[config.mk]
export PLATFORM = sky130hd
export DESIGN_NAME = dtw_sample_feeder
export DESIGN_NICKNAME = d
export VERILOG_FILES = /design/src/rtl/dtw_sample_feeder.sv
export SDC_FILE = /design/constraint.sdc
export NUM_CORES = 2
export LEC_CHECK = 0
export BUFFER_PORTS_ARGS = -buffer_cell sky130_fd_sc_hd__buf_2
export CORE_ASPECT_RATIO = 0.9
export CORE_MARGIN = 2
export CORE_UTILIZATION = 50
export DETAILED_ROUTE_END_ITERATION = 10
export GPL_TIMING_DRIVEN = 1
export PLACE_DENSITY = 0.65
export SLEW_MARGIN = 25
export SYNTH_ARGS = -nofsm -noshare
export SYNTH_HDL_FRONTEND = slang
export SYNTH_SLANG_ARGS = --single-unit
[constraint.sdc]
create_clock -name clk_i -period 14.89 [get_ports clk_i]
set_input_delay 1.489 -clock clk_i [delete_from_list [all_inputs] [get_ports clk_i]]
set_output_delay 1.489 -clock clk_i [all_outputs]
set_load 0.02 [all_outputs]
[src/rtl/dtw_sample_feeder.sv]
// dtw_sample_feeder: buffers one query squiggle from a valid/ready stream, then
// clears the DTW core and streams query/reference sample pairs into it in
// lockstep, reading the reference from a synchronous memory. When the core
// signals done, its minval/position are captured and offered on a valid/ready
// result port.
module dtw_sample_feeder #(
    parameter int width    = 16,
    parameter int SQG_SIZE = 256,
    parameter int RADDR_W  = 32
) (
    input  logic               clk_i,
    input  logic               rst_i,
    input  logic               start_i,
    input  logic [31:0]        ref_len_i,
    input  logic [width-1:0]   sq_data_i,
    input  logic               sq_valid_i,
    output logic               sq_ready_o,
    output logic [RADDR_W-1:0] ref_addr_o,
    input  logic [width-1:0]   ref_data_i,
    output logic               core_rst_o,
    output logic               core_running_o,
    output logic [width-1:0]   core_squiggle_o,
    output logic [width-1:0]   core_rword_o,
    output logic [31:0]        core_ref_len_o,
    input  logic [width-1:0]   core_minval_i,
    input  logic [31:0]        core_position_i,
    input  logic               core_done_i,
    output logic [width-1:0]   res_minval_o,
    output logic [31:0]        res_position_o,
    output logic               res_empty_o,
    output logic               res_valid_o,
    input  logic               res_ready_i,
    output logic               busy_o
);

    localparam int IDX_W = $clog2(SQG_SIZE);

    typedef enum logic [2:0] {
        LOAD,
        ARMED,
        CLR,
        RUN,
        RESULT
    } state_t;

    state_t             state_q;
    logic [IDX_W-1:0]   wcnt_q;
    logic [IDX_W-1:0]   sidx_q;
    logic               sq_more_q;
    logic               run_first_q;
    logic [31:0]        rcnt_q;
    logic [31:0]        rcnt_d;
    logic [31:0]        addr_q;
    logic [31:0]        addr_d;
    logic [31:0]        core_ref_len_q;
    logic               sq_ready_q;
    logic               core_rst_q;
    logic               core_running_q;
    logic [width-1:0]   core_squiggle_q;
    logic [width-1:0]   res_minval_q;
    logic [31:0]        res_position_q;
    logic               res_empty_q;
    logic               res_valid_q;
    logic               sq_accept;

    logic [width-1:0]   sample_mem [SQG_SIZE];

    assign sq_accept = sq_valid_i & sq_ready_q;

    // Query buffer: written only while loading; contents need no reset.
    always_ff @(posedge clk_i) begin
        if (sq_accept) begin
            sample_mem[wcnt_q] <= sq_data_i;
        end
    end

    // Saturating run counter and reference address; both stop at the latched length.
    always_comb begin
        rcnt_d = rcnt_q;
        addr_d = addr_q;
        if (rcnt_q < core_ref_len_q) begin
            rcnt_d = rcnt_q + 32'd1;
        end
        if (addr_q < core_ref_len_q) begin
            addr_d = addr_q + 32'd1;
        end
    end

    // Sequencer FSM: load buffer, wait for start, clear core, stream, report result.
    always_ff @(posedge clk_i or posedge rst_i) begin
        if (rst_i) begin
            state_q         <= LOAD;
            wcnt_q          <= '0;
            sidx_q          <= '0;
            sq_more_q       <= 1'b0;
            run_first_q     <= 1'b0;
            rcnt_q          <= '0;
            addr_q          <= '0;
            core_ref_len_q  <= '0;
            sq_ready_q      <= 1'b1;
            core_rst_q      <= 1'b1;
            core_running_q  <= 1'b0;
            core_squiggle_q <= '0;
            res_minval_q    <= '0;
            res_position_q  <= '0;
            res_empty_q     <= 1'b0;
            res_valid_q     <= 1'b0;
        end else begin
            core_rst_q <= 1'b0;
            case (state_q)
                LOAD: begin
                    if (sq_accept) begin
                        if (wcnt_q == IDX_W'(SQG_SIZE - 1)) begin
                            wcnt_q     <= '0;
                            sq_ready_q <= 1'b0;
                            state_q    <= ARMED;
                        end else begin
                            wcnt_q <= wcnt_q + 1'b1;
                        end
                    end
                end
                ARMED: begin
                    if (start_i) begin
                        core_ref_len_q <= ref_len_i;
                        if (ref_len_i == 32'd0) begin
                            res_minval_q   <= '1;
                            res_position_q <= '0;
                            res_empty_q    <= 1'b1;
                            res_valid_q    <= 1'b1;
                            state_q        <= RESULT;
                        end else begin
                            core_rst_q <= 1'b1;
                            rcnt_q     <= '0;
                            addr_q     <= '0;
                            state_q    <= CLR;
                        end
                    end
                end
                CLR: begin
                    // Preload sample 0 so it lines up with ref_data for address 0.
                    core_running_q  <= 1'b1;
                    rcnt_q          <= '0;
                    addr_q          <= 32'd1;
                    core_squiggle_q <= sample_mem[0];
                    sidx_q          <= IDX_W'(1);
                    sq_more_q       <= 1'b1;
                    run_first_q     <= 1'b1;
                    state_q         <= RUN;
                end
                RUN: begin
                    run_first_q <= 1'b0;
                    rcnt_q      <= rcnt_d;
                    addr_q      <= addr_d;
                    if (sq_more_q) begin
                        core_squiggle_q <= sample_mem[sidx_q];
                        sidx_q          <= sidx_q + 1'b1;
                        if (sidx_q == IDX_W'(SQG_SIZE - 1)) begin
                            sq_more_q <= 1'b0;
                        end
                    end else begin
                        core_squiggle_q <= '0;
                    end
                    // A done seen in the first run cycle is left over from before the clear.
                    if (core_done_i && !run_first_q) begin
                        res_minval_q    <= core_minval_i;
                        res_position_q  <= core_position_i;
                        res_empty_q     <= 1'b0;
                        res_valid_q     <= 1'b1;
                        core_running_q  <= 1'b0;
                        core_squiggle_q <= '0;
                        state_q         <= RESULT;
                    end
                end
                RESULT: begin
                    if (res_ready_i) begin
                        res_valid_q <= 1'b0;
                        sq_ready_q  <= 1'b1;
                        state_q     <= LOAD;
                    end
                end
                default: begin
                    state_q <= LOAD;
                end
            endcase
        end
    end

    // Reference word mux: memory data within the reference, all-ones padding beyond it.
    always_comb begin
        core_rword_o = '0;
        if (core_running_q) begin
            if (rcnt_q < core_ref_len_q) begin
                core_rword_o = ref_data_i;
            end else begin
                core_rword_o = '1;
            end
        end
    end

    assign sq_ready_o      = sq_ready_q;
    assign ref_addr_o      = RADDR_W'(addr_q);
    assign core_rst_o      = core_rst_q;
    assign core_running_o  = core_running_q;
    assign core_squiggle_o = core_squiggle_q;
    assign core_ref_len_o  = core_ref_len_q;
    assign res_minval_o    = res_minval_q;
    assign res_position_o  = res_position_q;
    assign res_empty_o     = res_empty_q;
    assign res_valid_o     = res_valid_q;
    assign busy_o          = (state_q != LOAD);

endmodule

==> results.py <==
metrics = {
    "outcome": {
        "status": "finished, final reports clean",
    },
    "worst_setup_path": {
        "critPathLaunchType": "flip-flop",
        "criticalPathCategory": "reg -> reg",
        "critPathArrivalTime_ps": 7020,
        "ff2ff_setup_slack_ps": 8720,
        "ff2ff_path_depth": 10,
        "r2r_end": "core_squiggle_o[5]$_DFFE_PP0P_",
        "cp-startpoint": "sidx_q[1]$_DFFE_PP0P_",
        "timing.critical_path.to": "core_squiggle_o[5]$_DFFE_PP0P_",
        "required_ps": 15740,
        "crit_fanout": 114,
        "end_kind": "flip-flop",
        "r2r_start": "sidx_q[1]$_DFFE_PP0P_",
    },
    "cts": {
        "cts-buffers-inserted": 420,
        "cts_setup_buffers": 0,
        "ctsResizeCount": 0,
        "cts_tree": "yes",
        "insertion_delay_ps": 980,
        "clockBufferDepth": 4,
        "cts_hold_buf": 0,
        "htreeDepth": 5,
        "clock_sinks": 4282,
        "clk_pin_slew_ps": 70,
        "clock_tree.root_cell": "clkbuf_16",
    },
    "detailed_routing": {
        "wire_per_inst_um": 35.03,
        "vias": 90211,
        "drc": 0,
        "drtIter0Drc": 14077,
        "ant_nets": 0,
        "drt_wl_total_mm": 482.0,
        "dr.pass1.iters": 8,
        "post_drt_via_cell_ratio": 6.556,
    },
    "yosys": {
        "yosysMostFrequentCell": "edfxtp_1",
        "ys_types": 77,
        "syn_nets": 8476,
        "syn-cell-area_mm2": 0.1671,
        "synth_seq_area_share_pct": 76.39,
        "yosysTopAreaCell": "edfxtp_1",
        "syn_area_per_cell_um2": 20.16,
        "synth_edf_count": 4096,
        "yosysTopAreaCellShare_pct": 73.60,
        "synthTopCellsByCount": "edfxtp_1 (4,096), mux4_2 (897), nor2_1 (430), mux2i_1 (427), nand2_1 (302)",
        "ys.flop_type": "edfxtp_1",
        "synth_seq_cells": 4282,
        "yosys-top-cells-area": "edfxtp_1 (74%), mux4_2 (12%), dfrtp_1 (2.8%), mux2i_1 (2.6%), nor2_1 (0.97%)",
        "synth_warnings": 0,
        "syn_inst": 8289,
        "synth-async-reset-ratio_pct": 4.344,
    },
    "placed_design": {
        "dpl_cell_area_mm2": 0.1757,
        "place_congestion": 0.9134,
        "portBuffers": 267,
        "dp_hpwl_mm": 285.0,
    },
    "pwr": {
        "vdd_drop_max_mv": 0.1202,
        "comb_power_share_pct": 22.1,
        "power.switching_mw": 8.991,
        "internal_power_mw": 21.90,
        "swShare_pct": 29.10,
        "p_clk_share_pct": 33.9,
        "power_mw": 30.90,
        "power.leakage_nw": 61.92,
        "power_density_mw_per_mm2": 163.1,
        "power_frac_seq_pct": 44.0,
    },
    "global_route": {
        "overflow": 0,
        "grt_pass1_wl_mm": 669.5,
        "grt_start_max_net_pins": 165,
        "grt_pass1_vias": 86771,
        "grt_usage_pct": 28.04,
        "antenna_found_initial": 28,
    },
    "floorplan": {
        "start_util_pct": 50.19,
        "dieArea_mm2": 0.3389,
        "die_h_um": 552.4,
        "ios": 268,
        "core_area_mm2": 0.3330,
        "num_rows": 201,
        "die_w_um": 613.4,
    },
    "timing": {
        "rsz0062_at_grt": "no",
        "tns_ps": 0,
        "holdWs_ps": 483.7,
        "hold_viol_final": 0,
        "relSlewSlack_pct": 18.13,
        "min_period_over_period_pct": 41.45,
        "fmax_ghz": 0.1620,
        "setup-violations-final": 0,
        "final.setup_skew_ps": 49.97,
        "maxSlewViolCount": 0,
        "tightest_slew_ps": 1228,
        "post-route-min-period_ps": 6172,
    },
    "cells_and_area": {
        "nets": 9109,
        "post-route-util_pct": 56.88,
        "drive_gt1_share_pct": 25.15,
        "area_delta_synth_final_pct": 13.33,
        "final_area_mm2": 0.1894,
    },
    "hold_path": {
        "hp-class": "reg -> reg",
        "min_delay_path_depth": 2,
    },
    "run": {
        "drv_cap": 0,
    },
}
layout by cell type, fill, tap and decap left out, types with 94 or more instances in the layout:
cell type and instances:
a21oi_1 212, buf_2 252, buf_4 404, clkbuf_16 427
clkinv_1 94, clkinv_2 104, dfrtp_1 177, edfxtp_1 4096
mux2i_1 425, mux4_2 897, nand2_1 287, nor2_1 372
o21ai_0 155
metal layers:
layer | routed length (um) | GRT usage, % | share of wire [%] | up-vias
met1 | 185500 | 39.98 | 38 | 47786
met5 | 69 | 0 | 0.014 | -
met4 | 18770 | 9.878 | 3.9 | 10
li1 | - | - | - | 35701
met2 | 214800 | 41.21 | 45 | 5811
met3 | 62830 | 8.583 | 13 | 903
worst min-delay path by stage:
stage	startpoint	to	slack, ps
after global placement	res_minval_o[11]$_DFFE_PP0P_	res_minval_o[11]$_DFFE_PP0P_	460
final	res_minval_o[11]$_DFFE_PP0P_	res_minval_o[11]$_DFFE_PP0P_	480
after floorplan	run_first_q$_DFFE_PP0P_	run_first_q$_DFFE_PP0P_	460
after CTS	res_minval_o[11]$_DFFE_PP0P_	res_minval_o[11]$_DFFE_PP0P_	490
after global routing	res_minval_o[11]$_DFFE_PP0P_	res_minval_o[11]$_DFFE_PP0P_	500
after detailed placement	res_minval_o[11]$_DFFE_PP0P_	res_minval_o[11]$_DFFE_PP0P_	470
kinds of logic (layout without fill, tap and decap cells):
kind of cell	count (synthesis)	in the layout	synth area share (%)
AO/OA/AOI/OAI	962	962	3.884
flip-flops	4282	4282	76.39
buffers and inverters	538	1533	1.457
XOR/XNOR	23	23	0.1206
AND/OR/NAND/NOR	1081	1081	2.916
multiplexers	1334	1334	14.71
other	0	10	0
adder cells (fa/ha/maj)	69	69	0.5166
cell type report:
type / instances / area, um^2
clock inverter: 271 / 2420
clock buffer: 513 / 11070
antenna: 10 / 25.02
fill: 24415 / 143600
inverter: 59 / 244.0
sequential: 4282 / 127700
tap: 4466 / 5588
timing repair buffer: 690 / 4891
multi-input combinational: 3469 / 37470
sequential cells by signal, summed over array words and instances (netlist names), 3 cells and up:
| name | count |
|---|---|
| core_squiggle_o | 16 |
| core_ref_len_o | 32 |
| sample_mem | 4096 |
| state_q | 3 |
| wcnt_q | 8 |
| res_minval_o | 16 |
| res_position_o | 32 |
| sidx_q | 8 |
| ref_addr_o | 32 |
| rcnt_q | 32 |
per-stage QoR:
stage,cells,setup slack (ps)
final,13760,8718
after floorplan,8289,8347
after CTS,13745,8846
after global placement,12957,8393
after global routing,13752,8602
after detailed placement,12961,8863
worst max-delay path: stages, from the launching register on:
cell and delay, ps:
dfrtp_4 1060, buf_12 580, buf_4 660, buf_12 560, buf_12 610, mux4_2 600, o211ai_1 460, nand4_1 150
a211oi_1 670, o21a_1 240, o22ai_1 70
power groups by stage:
| stage | logic [mW] | clock network [mW] | registers [mW] |
|---|---|---|---|
| 2_1_floorplan | 4.23 | 0 | 13.8 |
| 4_1_cts | 6.75 | 10.6 | 13.6 |
| 6_report | 6.83 | 10.5 | 13.6 |
| 5_1_grt | 7.13 | 11.0 | 13.6 |
| 3_3_place_gp | 6.66 | 0 | 13.8 |
| 3_5_place_dp | 6.73 | 0 | 13.9 |
Note: power is estimated with default switching activity, not from simulation.
